$ cat config.mk
export PLATFORM = sky130hd
export DESIGN_NAME = key_step_ctrl
export DESIGN_NICKNAME = d
export VERILOG_FILES = /design/src/rtl/key_step_ctrl.sv
export SDC_FILE = /design/constraint.sdc
export NUM_CORES = 1
export LEC_CHECK = 0
export ABC_AREA = 1
export BUFFER_PORTS_ARGS = -buffer_cell sky130_fd_sc_hd__buf_2
export CORE_UTILIZATION = 35
export CTS_CLUSTER_DIAMETER = 100
export DETAILED_ROUTE_END_ITERATION = 12
export PLACE_DENSITY = 0.52
export SYNTH_ARGS = -nofsm -noshare
export SYNTH_HDL_FRONTEND = slang
export SYNTH_SLANG_ARGS = --single-unit
$ cat constraint.sdc
create_clock -name sys_clk -period 3.4 [get_ports sys_clk]
set_clock_uncertainty 0.15 [all_clocks]
set_input_delay 0.34 -clock sys_clk [delete_from_list [all_inputs] [get_ports sys_clk]]
set_output_delay 0.34 -clock sys_clk [all_outputs]
set_load 0.05 [all_outputs]
$ cat src/rtl/key_step_ctrl.sv
// Up/down key front end for a saturating parameter register: short press steps once,
// long press enters auto-repeat; pressing both keys cancels until everything is released.
module key_step_ctrl #(
  parameter int unsigned      VAL_W    = 8,
  parameter logic [VAL_W-1:0] VAL_MAX  = 8'd199,
  parameter logic [VAL_W-1:0] VAL_RST  = 8'd0,
  parameter int unsigned      CNT_W    = 25,
  parameter int unsigned      LONG_CYC = 25000000,
  parameter int unsigned      REP_CYC  = 5000000
) (
  input  logic             sys_clk,
  input  logic             sys_rstn,
  input  logic             key_up_n,
  input  logic             key_dn_n,
  input  logic             clear,
  output logic [VAL_W-1:0] value,
  output logic             step_pulse,
  output logic             dir,
  output logic             long_act,
  output logic             at_max,
  output logic             at_min
);

  localparam logic [CNT_W-1:0] LONG_LAST = CNT_W'(LONG_CYC - 1);
  localparam logic [CNT_W-1:0] REP_LAST  = CNT_W'(REP_CYC - 1);

  typedef enum logic [1:0] {IDLE, PRESS, REPEAT, WAIT_REL} state_t;

  state_t           state_q, state_d;
  logic [CNT_W-1:0] cnt_q, cnt_d;
  logic [VAL_W-1:0] value_q, value_d;
  logic             sel_up_q, sel_up_d;
  logic             step_q, step_d;
  logic             dir_q, dir_d;
  logic             long_q, long_d;
  logic             key_up_q, key_dn_q;
  logic             up_edge, dn_edge, act_n, oth_n, step_req;

  assign up_edge = !key_up_n && key_up_q;
  assign dn_edge = !key_dn_n && key_dn_q;
  // Level of the key that started the press, and of the key that would cancel it.
  assign act_n   = sel_up_q ? key_up_n : key_dn_n;
  assign oth_n   = sel_up_q ? key_dn_n : key_up_n;

  // NOTE: every variable gets a default before the case so no path leaves it unassigned (no latches).
  always_comb begin
    state_d  = state_q;
    cnt_d    = cnt_q;
    sel_up_d = sel_up_q;
    step_req = 1'b0;
    case (state_q)
      IDLE: begin
        if (up_edge && dn_edge) begin
          state_d = WAIT_REL;
        end else if (up_edge || dn_edge) begin
          state_d  = PRESS;
          sel_up_d = up_edge;
          cnt_d    = '0;
        end
      end
      PRESS: begin
        if (!oth_n) begin
          state_d = WAIT_REL;
          cnt_d   = '0;
        end else if (act_n) begin
          step_req = 1'b1;
          state_d  = IDLE;
          cnt_d    = '0;
        end else if (cnt_q == LONG_LAST) begin
          step_req = 1'b1;
          state_d  = REPEAT;
          cnt_d    = '0;
        end else begin
          cnt_d = cnt_q + CNT_W'(1);
        end
      end
      REPEAT: begin
        if (!oth_n) begin
          state_d = WAIT_REL;
          cnt_d   = '0;
        end else if (act_n) begin
          state_d = IDLE;
          cnt_d   = '0;
        end else if (cnt_q == REP_LAST) begin
          step_req = 1'b1;
          cnt_d    = '0;
        end else begin
          cnt_d = cnt_q + CNT_W'(1);
        end
      end
      WAIT_REL: begin
        if (key_up_n && key_dn_n) state_d = IDLE;
      end
      default: state_d = IDLE;
    endcase

    // A step at a limit is swallowed: no value change, no strobe, direction kept.
    value_d = value_q;
    dir_d   = dir_q;
    step_d  = 1'b0;
    if (step_req) begin
      if (sel_up_q && value_q < VAL_MAX) begin
        value_d = value_q + VAL_W'(1);
        dir_d   = 1'b1;
        step_d  = 1'b1;
      end else if (!sel_up_q && value_q != '0) begin
        value_d = value_q - VAL_W'(1);
        dir_d   = 1'b0;
        step_d  = 1'b1;
      end
    end

    if (clear) begin
      value_d = VAL_RST;
      step_d  = 1'b0;
      cnt_d   = '0;
      state_d = (!key_up_n || !key_dn_n) ? WAIT_REL : IDLE;
    end

    long_d = (state_d == REPEAT);
  end

  // NOTE: sequential state uses non-blocking assignments so all registers update from pre-edge values.
  always_ff @(posedge sys_clk or negedge sys_rstn) begin
    if (!sys_rstn) begin
      state_q  <= IDLE;
      cnt_q    <= '0;
      value_q  <= VAL_RST;
      sel_up_q <= 1'b0;
      step_q   <= 1'b0;
      dir_q    <= 1'b0;
      long_q   <= 1'b0;
      key_up_q <= 1'b1;
      key_dn_q <= 1'b1;
    end else begin
      state_q  <= state_d;
      cnt_q    <= cnt_d;
      value_q  <= value_d;
      sel_up_q <= sel_up_d;
      step_q   <= step_d;
      dir_q    <= dir_d;
      long_q   <= long_d;
      key_up_q <= key_up_n;
      key_dn_q <= key_dn_n;
    end
  end

  assign value      = value_q;
  assign step_pulse = step_q;
  assign dir        = dir_q;
  assign long_act   = long_q;
  assign at_max     = (value_q == VAL_MAX);
  assign at_min     = (value_q == '0);

endmodule
==> flow_summary.toml, run 1 <==
[status]
outcome = "complete, no violations"

[yosys]
ys_seq_area_share_pct = 37.3
synth_top_family_by_area = "simple AND/OR/NAND/NOR gates"
syn_inst = 362
synth.area.mux_share_pct = 0
synth_compound_area_share_pct = 8.03
ys_warn_count = 0
syn-cell-area_mm2 = 0.00276
synth.avg_cell_area_um2 = 7.61
synth-simple-area-share_pct = 35.8
synthXorXnorAreaFrac_pct = 5.72
synth_seq_cells = 41
synthesis.nets = 381
synthAdderAreaFrac_pct = 6.63
synth.distinct_cells = 34

[grt]
overflow = 0
antenna_found_initial = 0
grtUsageTotal_pct = 16.0
first_global_vias = 2297
grt_max_degree = 42
grt_pass1_wl_um = 10700

[layout]
final_common_cell = "nand2_1"
final_util_pct = 40.7
fin_cells = 483
syn_to_final_growth_pct = 9.94
fin_area_mm2 = 0.00303
diodes = 0
final_cell_mix = "78 x nand2_1, 56 x nor2_1, 39 x dfrtp_1"
drive_gt1_share_pct = 14.8
nets = 402

[power_and_ir_drop]
switching_power_uw = 849
power_uw = 1810
pwr-share-seq_pct = 33.6
power.internal_uw = 956
ir_drop_mv = 0.422
switching_share_pct = 47.0
pwr-share-clk_pct = 17.6
leakage_uw = 0.00135
power_frac_comb_pct = 48.9
p_per_area_mw_per_mm2 = 596

[floorplanning]
die-area_mm2 = 0.00823
num_rows = 31
die_w_um = 90.7
coreArea_mm2 = 0.00745
die_h_um = 90.7
start_util_pct = 37.0
ios = 18

[sta]
drv_slew = 0
min_period_over_period_pct = 82.4
rsz0062_at_grt = "false"
worst_pin_slew_ps = 966
setup_viol_count_final = 0
fmax_ghz = 0.357
fin_setup_tns_ps = 0
hold_violations = 0
post-route-min-period_ps = 2800
max-slew-margin-rel_pct = 35.6

[route]
wire_per_inst_um = 12.5
drt_pass1_iterations = 5
met3_length_um = 180
wirelength_um = 6040
met1_length_um = 2920
vias_per_cell = 4.89
post-route-drc-count = 0
routed-via-count = 2362
route.met2.wl_um = 2910
drtAntennaViolNets = 0
top_layer = "met4"
drtIter0Drc = 91

[placed_design]
numPortBuffers = 17
gp_congestion = 0.850
dp_cells = 475
dp.final_hpwl_um = 4540
placed_area_mm2 = 0.00295

[clocking]
clock_tree.root_cell = "clkbuf_8"
clk_pin_slew_ps = 80
clock_sinks = 41
post_cts_resized = 0
cts_max_path_buffers = 2
cts_buffers = 5
post_cts.repair.setup_buffers = 0
htreeDepth = 2
cts_tree = "done"
postCtsHoldBufs = 0
insertion_delay_ps = 290

[flow_run]
drv_cap = 0

[worst_hold_path]
hold_class = "input pin to flop"

[critical_path]
cpMostUsedCell = "nand2_1"
path_class = "flop to flop"
crit_path_start_kind = "flop"
path_max_fanout = 10
path_cells = "or2_1 -> o21bai_1 -> nand3_1 -> ha_1 -> nand2_1 -> o21ai_0 -> a21oi_1 -> o21bai_1 -> xnor2_1 -> inv_1 -> nand2_1 -> nand2_1"
crit_slowest_cell = "ha_1"
cp.required_ps = 3440
path_delay_family = "simple AND/OR/NAND/NOR gates"
worst-path-buf-inv = 1
arrival_ps = 2840
cp-end-kind = "flop"
critPathMaxStageDelay_ps = 520
[power by group through the flow]
stage               clock network, µW  registers, µW  logic (µW)
floorplan                           0            729         588
global placement                    0            614         888
detailed placement                  0            616         883
CTS                               336            606         890
global route                      352            614         990
finish                            317            606         882
[registers in the layout (all words and copies together) (netlist names)]
register    flops
key_up_q        1
key_dn_q        1
value           8
step_pulse      1
long_act        1
cnt_q          25
state_q         2
dir             1
sel_up_q        1
[kinds of logic after synthesis]
group                      after synthesis
DFF                                     41
buffers and inverters                   46
adders and majority gates               14
xor gates and xnor gates                18
and+or+nand+nor                        204
AOI/OAI and AO/OA                       39
[layer usage]
metal | vias up | GRT usage, %
li1 | 1209 | -
met1 | 1113 | 20.8
met2 | 36 | 27.3
met3 | 4 | 2.69
met4 | 0 | 4.03
met5 | - | 0
[worst paths after layout]
| check | startpoint | slack [ps] | cells after the start | end |
|---|---|---|---|---|
| min reg2reg | dir$_DFFE_PN0P_ | 350 | 2 | dir$_DFFE_PN0P_ |
| min in group asynchronous | sys_rstn | 50 | 1 | cnt_q[1]$_DFFE_PN0P_ |
| max in group asynchronous | sys_rstn | 2460 | 1 | state_q[0]$_DFF_PN0_ |
| min | key_up_n | 20 | 1 | key_up_q$_DFF_PN1_ |
| max reg2reg | value[5]$_DFFE_PN0P_ | 600 | 12 | value[6]$_DFFE_PN0P_ |
| max | value[5]$_DFFE_PN0P_ | 600 | 12 | value[6]$_DFFE_PN0P_ |
[per-stage QoR]
| stage | hold slack, ps | setup WS (ps) |
|---|---|---|
| after global routing | 8.39 | 361 |
| final | 18.6 | 599 |
| after floorplan | -106 | 654 |
| after global placement | 328 | 685 |
| after CTS | 7.64 | 599 |
| after detailed placement | 331 | 622 |
[cells in the mapped netlist]
cell | n | area, µm²
a21boi_1 | 1 | 7.51
nor2_4 | 5 | 56.3
dfrtp_1 | 39 | 976
or2_1 | 2 | 12.5
nor2_1 | 56 | 210
nand2_4 | 2 | 22.5
nor2_2 | 2 | 12.5
a31oi_1 | 5 | 31.3
nand2_1 | 78 | 293
nand3_1 | 27 | 135
dfstp_2 | 2 | 52.6
o21ai_1 | 7 | 35.0
or2_4 | 1 | 8.76
inv_2 | 5 | 18.8
xor2_1 | 11 | 96.3
ha_1 | 13 | 163
a21oi_2 | 1 | 8.76
o21ai_2 | 1 | 8.76
nand4_1 | 8 | 50.1
nand4_4 | 1 | 21.3
o21bai_1 | 2 | 15.0
xnor2_1 | 7 | 61.3
nand3b_1 | 1 | 7.51
o211a_1 | 1 | 10.0
nor3_1 | 8 | 40.0
buf_2 | 2 | 10.0
buf_4 | 1 | 7.51
nor3_2 | 8 | 80.1
fa_1 | 1 | 20.0
nand2_2 | 4 | 25.0
inv_1 | 38 | 143
a21oi_1 | 14 | 70.1
o21ai_0 | 7 | 35.0
nor4_2 | 1 | 12.5
[layout make-up]
class                           instances  area (µm²)
Inverter                               43         161
Fill cell                             813        4420
Timing Repair Buffer                   17        85.1
Sequential cell                        41        1030
Tap cell                               99         124
Clock buffer                            6        72.6
Multi-Input combinational cell        275        1550
Clock inverter                          2        10.0
(Power assumes the default switching activity.)
==> run 2: changes to the inputs <==
- PLACE_DENSITY: 0.52 -> 0.54
- clock period: 3.4 -> 2.3 ns (I/O delays scaled with it)
==> flow_summary.toml, run 2 (same netlist as run 1, synthesis figures left out) <==
[status]
outcome = "complete, but fails checks"
violations = "negative setup slack"

[layout]
multi_input_area_mm2 = 0.00171
top_register = "cnt_q"
regArea_mm2 = 0.00104
fillers = 772
final_cell_mix = "77 x nand2_1, 55 x nor2_1, 40 x buf_4"
diodes = 0
syn_to_final_growth_pct = 32.0
fin_area_mm2 = 0.00364
largest_reg_flops = 25
drive_gt1_share_pct = 30.9
final_common_cell = "nand2_1"
nets = 451
fin_cells = 532

[critical_path]
path_delay_family = "simple AND/OR/NAND/NOR gates"
worst-path-buf-inv = 2
cp-end-kind = "flop"
cp.required_ps = 2350
critPathMaxStageDelay_ps = 410
r2r_slack_ps = -60
crit_cells = 14
path_max_fanout = 5
path_class = "flop to flop"
arrival_ps = 2410
crit_slowest_cell = "dfrtp_2"
crit_path_start_kind = "flop"
crit-reg2reg-launch = "value[4]$_DFFE_PN0P_"
critPathCapture = "value[5]$_DFFE_PN0P_"
path_cells = "or2_4 -> o21bai_4 -> nand3_4 -> buf_6 -> ha_4 -> a21oi_2 -> nand2_2 -> a21oi_2 -> nor2_1 -> nor2_1 -> xor2_1 -> inv_1 -> nand2_1 -> nand2_1"
r2r_end = "value[5]$_DFFE_PN0P_"
r2r_cells = 14
crit_path_start = "value[4]$_DFFE_PN0P_"

[floorplanning]
die-area_mm2 = 0.00823
die_h_um = 90.7
die_w_um = 90.7
start_util_pct = 37.0
coreArea_mm2 = 0.00745
num_rows = 31
ios = 18

[clocking]
clock_tree.root_cell = "clkbuf_8"
htreeDepth = 2
cts_tree = "done"
clock_sinks = 41
cts_max_path_buffers = 2
insertion_delay_ps = 300
clk_pin_slew_ps = 90
cts_buffers = 5

[grt]
grtUsageTotal_pct = 17.9
antenna_found_initial = 0
grt_max_degree = 27
first_global_vias = 2533
grt_pass1_wl_um = 11900
overflow = 0

[sta]
rsz0062_at_grt = "true"
max-slew-margin-rel_pct = 59.1
setup_viol_count_final = 1
hold_violations = 0
fin_setup_tns_ps = -59.4
post-route-min-period_ps = 2360
worst_pin_slew_ps = 613
min_period_over_period_pct = 103
fmax_ghz = 0.424
drv_slew = 0
worst_slack_ps = -59.4
fin_hold_ws_ps = 149

[route]
routed-via-count = 2541
post-route-drc-count = 0
top_layer = "met4"
met1_length_um = 3190
wirelength_um = 6890
drtIter0Drc = 85
drt_pass1_iterations = 4
vias_per_cell = 4.78
met3_length_um = 137
drtAntennaViolNets = 0
route.met2.wl_um = 3460
wire_per_inst_um = 13.0

[flow_run]
drv_cap = 0

[power_and_ir_drop]
leakage_uw = 0.00162
p_per_area_mw_per_mm2 = 972
pwr-share-clk_pct = 16.7
pwr-share-seq_pct = 24.7
power_frac_comb_pct = 58.6
ir_drop_mv = 0.687
power.internal_uw = 2050
switching_power_uw = 1490
switching_share_pct = 42.1

[placed_design]
gp_congestion = 0.792
placed_area_mm2 = 0.00329
numPortBuffers = 17
preCtsSetupSlack_ps = -138
dp_cells = 509
dp.final_hpwl_um = 5170

[worst_hold_path]
hold_class = "input pin to flop"
-- run 2: what timing repair did --
action / CTS / global route
resized for setup: 12 / 10
buffers inserted: 6 / 5
pin swaps: 11 / 10
hold buffers: 3 / 0
gates cloned: 1 / 0
setup endpoints to repair: 5 / 26
hold endpoints to repair: 26 / 0
-- run 2: layer usage --
metal	vias up	track usage [%]
met5	-	0
met4	0	4.97
met3	8	3.03
met2	28	31.6
met1	1192	22.4
li1	1313	-
-- run 2: through the flow --
step                util [%]  power (µW)
floorplan                  -        2030
global placement        44.1        2640
detailed placement      44.1        2660
CTS                     47.7        3450
global route            48.8        3800
finish                  48.8        3540
-- run 2: power groups by stage --
stage / Clock, µW / Combinational, µW / Sequential, µW
3_5_place_dp: 0 / 1780 / 883
4_1_cts: 614 / 1960 / 873
3_3_place_gp: 0 / 1760 / 882
5_1_grt: 646 / 2270 / 885
2_1_floorplan: 0 / 933 / 1100
6_report: 590 / 2070 / 873
-- run 2: worst reg2reg max path, stage by stage (launching register included) --
cell and delay [ps]:
dfrtp_2 410, or2_4 260, o21bai_4 150, nand3_4 160, buf_6 160, ha_4 140
a21oi_2 140, nand2_2 100, a21oi_2 140, nor2_1 50, nor2_1 100, xor2_1 150
inv_1 50, nand2_1 50, nand2_1 50
-- run 2: worst min-delay path by stage --
stage               cells after the start  startpoint                     to
finish                                  2       clear   step_pulse$_DFF_PN0_
global route                            2       clear   step_pulse$_DFF_PN0_
CTS                                     2       clear   step_pulse$_DFF_PN0_
detailed placement                      1    sys_rstn  cnt_q[12]$_DFFE_PN0P_
global placement                        1    sys_rstn  cnt_q[12]$_DFFE_PN0P_
floorplan                               0    sys_rstn   cnt_q[0]$_DFFE_PN0P_
-- run 2: layout make-up --
class / instances / area share [%]
inverter: 43 / 4.44
clock buffer: 5 / 1.89
clock inverter: 3 / 1.27
tap: 99 / 3.41
sequential: 41 / 28.6
timing repair buffer: 65 / 13.5
multi-input combinational: 276 / 47.0
==> run 3: changes to the inputs <==
- CORE_MARGIN: unset -> 2
- GPL_ROUTABILITY_DRIVEN: unset -> 0
- PLACE_DENSITY: 0.54 -> 0.52
- clock period: 2.3 -> 2.8 ns (I/O delays scaled with it)
==> flow_summary.toml, run 3 (same netlist as run 1, synthesis figures left out) <==
[status]
outcome = "complete, but fails checks"
violations = "negative hold slack"

[critical_path]
arrival_ps = 2670
worst-path-buf-inv = 1
crit_slowest_cell = "dfrtp_1"
cp-end-kind = "flop"
cp.required_ps = 2880
path_max_fanout = 6
crit_cells = 13
path_class = "flop to flop"
critPathMaxStageDelay_ps = 410
path_delay_family = "simple AND/OR/NAND/NOR gates"
crit_path_start_kind = "flop"
path_cells = "or2_1 -> o21bai_1 -> nand3_2 -> buf_4 -> ha_1 -> a21oi_1 -> o21ai_0 -> a21oi_1 -> nand3b_1 -> nand2_1 -> nor2_1 -> nand2_1 -> o21ai_1"
r2r_cells = 13

[placed_design]
placed_area_mm2 = 0.00297
numPortBuffers = 17
dp.final_hpwl_um = 4690
dp_cells = 480

[clocking]
cts_buffers = 5
htreeDepth = 2
clock_tree.root_cell = "clkbuf_8"
cts_tree = "done"
cts_max_path_buffers = 2
clock_sinks = 41
insertion_delay_ps = 300
clk_pin_slew_ps = 80
post_cts.repair.setup_buffers = 0

[sta]
rsz0062_at_grt = "false"
min_period_over_period_pct = 92.6
worst_pin_slew_ps = 927
hold_violations = 39
fmax_ghz = 0.386
fin_setup_tns_ps = 0
max-slew-margin-rel_pct = 38.2
drv_slew = 0
post-route-min-period_ps = 2590
setup_viol_count_final = 0
fin_hold_ws_ps = -33.6

[route]
drtIter0Drc = 100
vias_per_cell = 4.79
post-route-drc-count = 0
routed-via-count = 2346
drt_pass1_iterations = 5
wire_per_inst_um = 12.7
drtAntennaViolNets = 0
wirelength_um = 6210

[floorplanning]
coreArea_mm2 = 0.00769
die_h_um = 92.7
ios = 18
die_w_um = 92.7
start_util_pct = 35.9
num_rows = 32
die-area_mm2 = 0.00860

[layout]
fin_area_mm2 = 0.00309
final_common_cell = "nand2_1"
largest_reg_flops = 25
final_cell_mix = "78 x nand2_1, 56 x nor2_1, 39 x dfrtp_1"
syn_to_final_growth_pct = 12.2
drive_gt1_share_pct = 15.7
nets = 406
fillers = 847
fin_cells = 490
top_register = "cnt_q"
diodes = 0

[power_and_ir_drop]
p_per_area_mw_per_mm2 = 733
ir_drop_mv = 0.487
leakage_uw = 0.00139
power_uw = 2270

[grt]
grt_max_degree = 42
grtUsageTotal_pct = 15.6
grt_pass1_wl_um = 10700
antenna_found_initial = 0
first_global_vias = 2266
overflow = 0

[worst_hold_path]
hold_class = "input pin to asynchronous set/reset pin"

[flow_run]
drv_cap = 0
==> run 3: routing by layer <==
layer | GRT usage [%] | vias up | share of wire (%)
met5 | 0 | - | 0
met3 | 2.60 | 5 | 2.6
met4 | 4.29 | 0 | 0.50
met2 | 25.9 | 31 | 47
met1 | 20.9 | 1094 | 50
li1 | - | 1216 | -
==> run 3: worst register-to-register path, stage by stage, from the launching register on <==
cell and delay, ps:
dfrtp_1 410, or2_1 270, o21bai_1 170, nand3_2 170
buf_4 210, ha_1 320, a21oi_1 150, o21ai_0 90
a21oi_1 190, nand3b_1 140, nand2_1 60, nor2_1 70
nand2_1 50, o21ai_1 70
==> run 3: cell type report <==
class | instances | area (µm²) | area share (%)
Inverter | 43 | 161 | 5.22
Timing Repair Buffer | 21 | 120 | 3.88
Clock buffer | 7 | 96.3 | 3.11
Tap cell | 102 | 128 | 4.13
Multi-Input combinational cell | 275 | 1550 | 50.2
Clock inverter | 1 | 5.00 | 0.162
Sequential cell | 41 | 1030 | 33.3
==> run 3: final timing paths <==
path                                          to                  from  slack [ps]
setup / recovery            value[7]$_DFFE_PN0P_  value[5]$_DFFE_PN0P_         210
setup reg to reg            value[7]$_DFFE_PN0P_  value[5]$_DFFE_PN0P_         210
min in group sys_clk        step_pulse$_DFF_PN0_                 clear         210
max in group asynchronous  cnt_q[24]$_DFFE_PN0P_              sys_rstn        1960
hold / removal              cnt_q[3]$_DFFE_PN0P_              sys_rstn         -30
hold reg to reg                  dir$_DFFE_PN0P_       dir$_DFFE_PN0P_         350
==> run 3: what timing repair did <==
action / 4_1_cts / 5_1_grt
gates resized for setup: 0 / 1
hold buffers: 2 / 0
setup endpoints to repair: 0 / 3
endpoints found under the hold margin: 2 / 0
==> run 3: through the flow <==
stage	hold slack (ps)	setup slack [ps]	utilization (%)
3_5_place_dp	272	185	38.6
5_1_grt	57.9	6.53	40.2
4_1_cts	10.6	160	40.2
2_1_floorplan	-166	53.6	-
6_report	-33.6	208	40.2
3_3_place_gp	270	200	38.6
==> run 3: power breakdown <==
group	internal [µW]	switching (µW)
logic	344	751
registers	659	75.4
clock network	223	215
total	1230	1040
